File: config.mk
export PLATFORM = sky130hd
export DESIGN_NAME = instruction_loader
export DESIGN_NICKNAME = d
export VERILOG_FILES = /design/src/rtl/instruction_loader_pkg.sv /design/src/rtl/instruction_loader.sv
export SDC_FILE = /design/constraint.sdc
export NUM_CORES = 1
export LEC_CHECK = 0
export CORE_MARGIN = 4
export CORE_UTILIZATION = 35
export DETAILED_ROUTE_END_ITERATION = 12
export HOLD_SLACK_MARGIN = 0.02
export SETUP_SLACK_MARGIN = 0.05
export SKIP_CTS_REPAIR_TIMING = 1
export SLEW_MARGIN = 20
export SYNTH_ARGS = -nofsm -noshare
export SYNTH_HDL_FRONTEND = slang
export SYNTH_SLANG_ARGS = --single-unit
File: constraint.sdc
create_clock -name i_Clk -period 2.8 [get_ports i_Clk]
set_clock_uncertainty 0.15 [all_clocks]
set_input_delay 0.7 -clock i_Clk [delete_from_list [all_inputs] [get_ports i_Clk]]
set_output_delay 0.7 -clock i_Clk [all_outputs]
set_load 0.03 [all_outputs]
File: src/rtl/instruction_loader_pkg.sv
// Shared definitions for the instruction loader and the instruction memory
// it fills.
//
// Contents:
//   DEFAULT_DATA_WIDTH - default size of the target byte memory, in bytes
//   state_t            - loader FSM state encoding
//   burst_fits         - checks that a burst of 16-bit words starting at a
//                        byte address stays inside the memory
package instruction_loader_pkg;

   localparam int DEFAULT_DATA_WIDTH = 256;

   typedef enum logic [1:0] {
      ST_IDLE      = 2'd0,
      ST_WAIT_WORD = 2'd1,
      ST_WRITE_HI  = 2'd2,
      ST_WRITE_LO  = 2'd3
   } state_t;

   // The end address is computed in 17 bits so that a burst running past
   // 0xFFFF is seen as oversized instead of wrapping back to a small
   // address that would look legal.
   function automatic logic burst_fits(input logic [15:0] base,
                                       input logic [7:0]  count,
                                       input logic [16:0] limit);
      logic [16:0] end_addr;
      end_addr = {1'b0, base} + {8'd0, count, 1'b0};
      return end_addr <= limit;
   endfunction

endpackage

File: src/rtl/instruction_loader.sv
// Instruction loader: takes a stream of 16-bit instruction words and writes
// them, big-endian, into a byte-wide instruction memory starting at a given
// base address.
//
// Ports:
//   i_Clk              - clock, all state changes on rising edge
//   i_Reset            - asynchronous active-high reset
//   i_Start            - begin a burst (only looked at while idle)
//   i_Base_Address     - first byte address of the burst
//   i_Count            - number of 16-bit words in the burst
//   i_Instruction      - incoming instruction word
//   i_Valid            - i_Instruction is valid
//   o_Ready            - a word is accepted this cycle
//   o_Mem_Write_Enable - byte write strobe
//   o_Mem_Address      - byte address of the write
//   o_Mem_Write_Data   - byte to write
//   o_Busy             - burst in progress
//   o_Done             - one-cycle pulse at the end of every burst
//   o_Error            - sticky flag, last start request was rejected
module instruction_loader
   import instruction_loader_pkg::*;
#(
   parameter int DATA_WIDTH = DEFAULT_DATA_WIDTH
) (
   input  logic        i_Clk,
   input  logic        i_Reset,
   input  logic        i_Start,
   input  logic [15:0] i_Base_Address,
   input  logic [7:0]  i_Count,
   input  logic [15:0] i_Instruction,
   input  logic        i_Valid,
   output logic        o_Ready,
   output logic        o_Mem_Write_Enable,
   output logic [15:0] o_Mem_Address,
   output logic [7:0]  o_Mem_Write_Data,
   output logic        o_Busy,
   output logic        o_Done,
   output logic        o_Error
);

   localparam logic [16:0] LIMIT = 17'(DATA_WIDTH);

   state_t      state;
   state_t      next_state;
   logic [15:0] pointer;
   logic [7:0]  remaining;
   logic [15:0] instr;
   logic        done_reg;
   logic        error_reg;
   logic        start_zero;
   logic        start_reject;

   // An empty burst completes immediately; a misaligned or oversized one
   // is refused. An empty burst is never flagged as an error, even with an
   // odd base, because nothing would be written.
   assign start_zero   = (i_Count == 8'd0);
   assign start_reject = i_Base_Address[0] ||
                         !burst_fits(i_Base_Address, i_Count, LIMIT);

   // State register
   always_ff @(posedge i_Clk or posedge i_Reset) begin
      if (i_Reset) begin
         state <= ST_IDLE;
      end else begin
         state <= next_state;
      end
   end

   // Next-state logic: one word takes WAIT_WORD, WRITE_HI, WRITE_LO, so a
   // continuously valid source gets one word every three cycles.
   always_comb begin
      next_state = state;
      case (state)
         ST_IDLE: begin
            if (i_Start && !start_zero && !start_reject) begin
               next_state = ST_WAIT_WORD;
            end
         end
         ST_WAIT_WORD: begin
            if (i_Valid) begin
               next_state = ST_WRITE_HI;
            end
         end
         ST_WRITE_HI: begin
            next_state = ST_WRITE_LO;
         end
         ST_WRITE_LO: begin
            if (remaining == 8'd1) begin
               next_state = ST_IDLE;
            end else begin
               next_state = ST_WAIT_WORD;
            end
         end
         default: begin
            next_state = ST_IDLE;
         end
      endcase
   end

   // Burst bookkeeping. The done flag is registered so that it lands in the
   // first cycle after the event that ends the burst (start decision or the
   // last low-byte write), and is cleared by default every other cycle.
   always_ff @(posedge i_Clk or posedge i_Reset) begin
      if (i_Reset) begin
         pointer   <= 16'd0;
         remaining <= 8'd0;
         instr     <= 16'd0;
         done_reg  <= 1'b0;
         error_reg <= 1'b0;
      end else begin
         done_reg <= 1'b0;
         case (state)
            ST_IDLE: begin
               if (i_Start) begin
                  if (start_zero) begin
                     done_reg  <= 1'b1;
                     error_reg <= 1'b0;
                  end else if (start_reject) begin
                     done_reg  <= 1'b1;
                     error_reg <= 1'b1;
                  end else begin
                     pointer   <= i_Base_Address;
                     remaining <= i_Count;
                     error_reg <= 1'b0;
                  end
               end
            end
            ST_WAIT_WORD: begin
               if (i_Valid) begin
                  instr <= i_Instruction;
               end
            end
            ST_WRITE_LO: begin
               pointer   <= pointer + 16'd2;
               remaining <= remaining - 8'd1;
               if (remaining == 8'd1) begin
                  done_reg <= 1'b1;
               end
            end
            default: begin
            end
         endcase
      end
   end

   // Outputs decoded from state and registers only. The high byte goes to
   // the lower address so {mem[a], mem[a+1]} reads the word back.
   always_comb begin
      o_Ready            = 1'b0;
      o_Mem_Write_Enable = 1'b0;
      o_Mem_Address      = 16'd0;
      o_Mem_Write_Data   = 8'd0;
      o_Busy             = (state != ST_IDLE);
      o_Done             = done_reg;
      o_Error            = error_reg;
      case (state)
         ST_WAIT_WORD: begin
            o_Ready = 1'b1;
         end
         ST_WRITE_HI: begin
            o_Mem_Write_Enable = 1'b1;
            o_Mem_Address      = pointer;
            o_Mem_Write_Data   = instr[15:8];
         end
         ST_WRITE_LO: begin
            o_Mem_Write_Enable = 1'b1;
            o_Mem_Address      = pointer + 16'd1;
            o_Mem_Write_Data   = instr[7:0];
         end
         default: begin
         end
      endcase
   end

endmodule

==> reports/summary.txt <==
==================================================================================================
Number of synthesized flops with an enable pin                                                   0
Critical Path Fanout Max                                                                         6
Vias in the first global route                                                                3805
Layout overhead on the synthesized area                                                     64.23%
TritonCTS clock tree                                                                           yes
Final-layout setup total negative slack                                                  -12.03 ns
Antenna diode instance count                                                                     0
Initial detailed-routing violation count                                                       285
Detailed-route vias per instance                                                             5.595
Post-synth top flop                                                                        dfrtp_1
Root Buffer                                                                               clkbuf_8
Seq cells post-synth                                                                            44
Post-synthesis instance area                                                          0.003588 sq mm
GR Overflow Total                                                                                0
Setup ws final                                                                          -0.5180 ns
Worst hold path type                                                                  flop to flop
Clk Latency, worst-skew pair                                                               0.30 ns
# setup viols final                                                                             34
Mean routed wirelength per cell                                                           17.58 um
Relative slew slack                                                                         0.5654
H-tree depth                                                                                     2
Number of vias in the routed layout                                                           3950
Die boundary width                                                                        109.3 um
Period utilisation layout                                                                    1.185
Overall routing resource usage                                                              0.1996
Core Rows                                                                                       36
Hold slack final                                                                         0.3626 ns
Failing checks                                                                        setup timing
Mean post-synth cell area                                                              8.689 sq um
Number of iterations in the first detailed-routing pass                                          5
Post-synth top cells                                                                  dfrtp_1, nand2_1, o21ai_0
Fillcell total                                                                                 826
WL final                                                                                  12420 um
Count of different cell masters after synthesis                                                 71
Power density of the placed cells                                                     940.3 mW/mm^2
Seq/Total Area, Yosys                                                                       0.3068
Total clock buffers created by CTS                                                               5
Setup repair after global routing missed its margin                                           true
Tmin final                                                                                3.318 ns
Most common cell in the synthesized netlist                                                dfrtp_1
Number of max-capacitance violations reported                                                    0
Area fraction of the dominant cell type after synthesis                                     0.3068
Die Outline Area                                                                      0.01194 sq mm
Floorplan die height                                                                      109.3 um
Sort of element at the start of the critical path                                       input port
Final hold viol count                                                                            0
Fmax                                                                                    0.3014 GHz
Final-stage net count                                                                          634
Leakage dissipation                                                                       2.541 nW
Wire length of the first global-routing pass                                              19090 um
Proportion of register bits with asynchronous set or reset after synthesis                   1.000
Clock transition time at the flip-flop clock pins of the worst setup and hold paths        0.10 ns
Total count of max-transition violations in the final report                                     0
Setup CP Type                                                                         input port to flop
Fraction of final layout cells sized beyond drive strength 1                                0.4380
Type of destination of the critical path                                                      flop
Routability congestion estimate                                                             0.8786
Cell types occupying the most area after synthesis                                    dfrtp_1, ha_1, o21ai_0, mux2_2, nand2_1
Effective utilization at floorplan                                                          0.3638
Combined area of the multi-input logic cells                                          0.002821 sq mm
IR Drop Worst-Case VDD                                                                    628.9 uV
Synthesis Warnings                                                                               0
Placed wire-length estimate after detailed placement                                       9027 um
Worst slack at placement                                                                 -1.255 ns
Core ar.                                                                              0.009864 sq mm
Pin count of the biggest net entering global routing                                            65
Number of port buffers                                                                          72
I/O pin total                                                                                   73
Initial antenna violation count                                                                  0
Register area                                                                         0.001105 sq mm
Library cell occupying the most area in the post-synthesis netlist                         dfrtp_1
Antenna violation net count after detailed routing                                               0
Slew at the pin closest to its max-slew limit                                            0.6495 ns
Number of nets produced by synthesis                                                           475
Post-route DRC violation count                                                                   0
Run status                                                                            finished with violations
Number of sinks on the clock net                                                                44
Post-Synthesis Cells                                                                           413
Worst EP required                                                                          2.83 ns
Data arrival time of the worst path                                                        3.35 ns
Max Root-Sink Buffers                                                                            2
==================================================================================================
-- cells in the final DEF (no fill, tap or decap), types with 11 or more instances in the layout --
cell type,Yosys,layout
inv_1,13,11
nand4_1,12,12
o21ai_0,36,16
nand2_1,42,36
clkdlybuf4s50_1,0,30
buf_4,2,108
o21ai_1,1,15
nor2_1,26,23
a21oi_1,19,13
buf_6,3,19
mux2_2,16,16
dfrtp_1,44,41
dlymetal6s2s_1,0,15
-- worst max-delay path: stages --
cell and delay, ns:
buf_8 0.08, ha_4 0.12, inv_2 0.04, fa_2 0.38, nand2b_4 0.17, a211oi_4 0.26, nand2b_4 0.19, xor2_2 0.08
o41ai_4 0.44, buf_4 0.19, a41o_1 0.18, buf_6 0.17, nand2_4 0.06, mux2_4 0.29
-- final timing paths --
| check | startpoint | end | slack [ns] | depth (start not counted) |
|---|---|---|---|---|
| max in group asynchronous | i_Reset | state[0] | 1.36 | 3 |
| min in group asynchronous | i_Reset | o_Done | 0.71 | 3 |
| hold / removal | instr[11] | instr[11] | 0.36 | 1 |
| setup / recovery | i_Count[0] | state[1] | -0.52 | 14 |
| hold reg to reg | instr[11] | instr[11] | 0.36 | 1 |
| setup reg to reg | state[0] | remaining[3] | 0.34 | 7 |
-- power breakdown --
part	switching (mW)	total, mW	internal, mW
registers	0.287	1.22	0.931
logic	2.12	3.90	1.78
clock network	0.244	0.422	0.177
-- per-stage QoR --
stage | cell area, sq um | std cells | total power [mW] | util
finish | 5893 | 706 | 5.541 | 0.5974
global route | 5893 | 706 | 5.928 | 0.5974
CTS | 5209 | 688 | 4.955 | 0.5280
detailed placement | 5116 | 680 | 4.525 | 0.5186
global placement | 5116 | 680 | 4.467 | 0.5186
floorplan | 3752 | 413 | 3.394 | -
-- cell type report --
cell class,count,area share
Inverter,15,0.01019
Tap cell,133,0.02824
Clock inverter,3,0.004034
Multi-Input combinational cell,327,0.4788
Timing Repair Buffer,179,0.2796
Clock buffer,5,0.01168
Sequential cell,44,0.1875
-- per-layer routing --
layer / GRT usage / up-vias / wire (um) / share of wire
met5: 0 / - / 0 / 0
met4: 0.03384 / 0 / 124 / 0.010
met3: 0.02783 / 12 / 516 / 0.042
met2: 0.3346 / 87 / 6342 / 0.51
met1: 0.2775 / 1961 / 5433 / 0.44
li1: - / 1890 / - / -
-- registers in the layout, indices dropped and copies added, names as in the netlist --
signal,flops
state,2
instr,16
o_Done,1
remaining,8
o_Error,1
pointer,16
-- logic make-up after synthesis --
family                     synth area share
DFF                                  0.3068
muxes                               0.05718
adders and majority gates           0.06485
xor gates and xnor gates            0.02197
AOI/OAI and AO/OA                    0.2824
and+or+nand+nor                      0.2137
buffers and inverters               0.05300
Note: power is estimated with default switching activity, not from simulation.
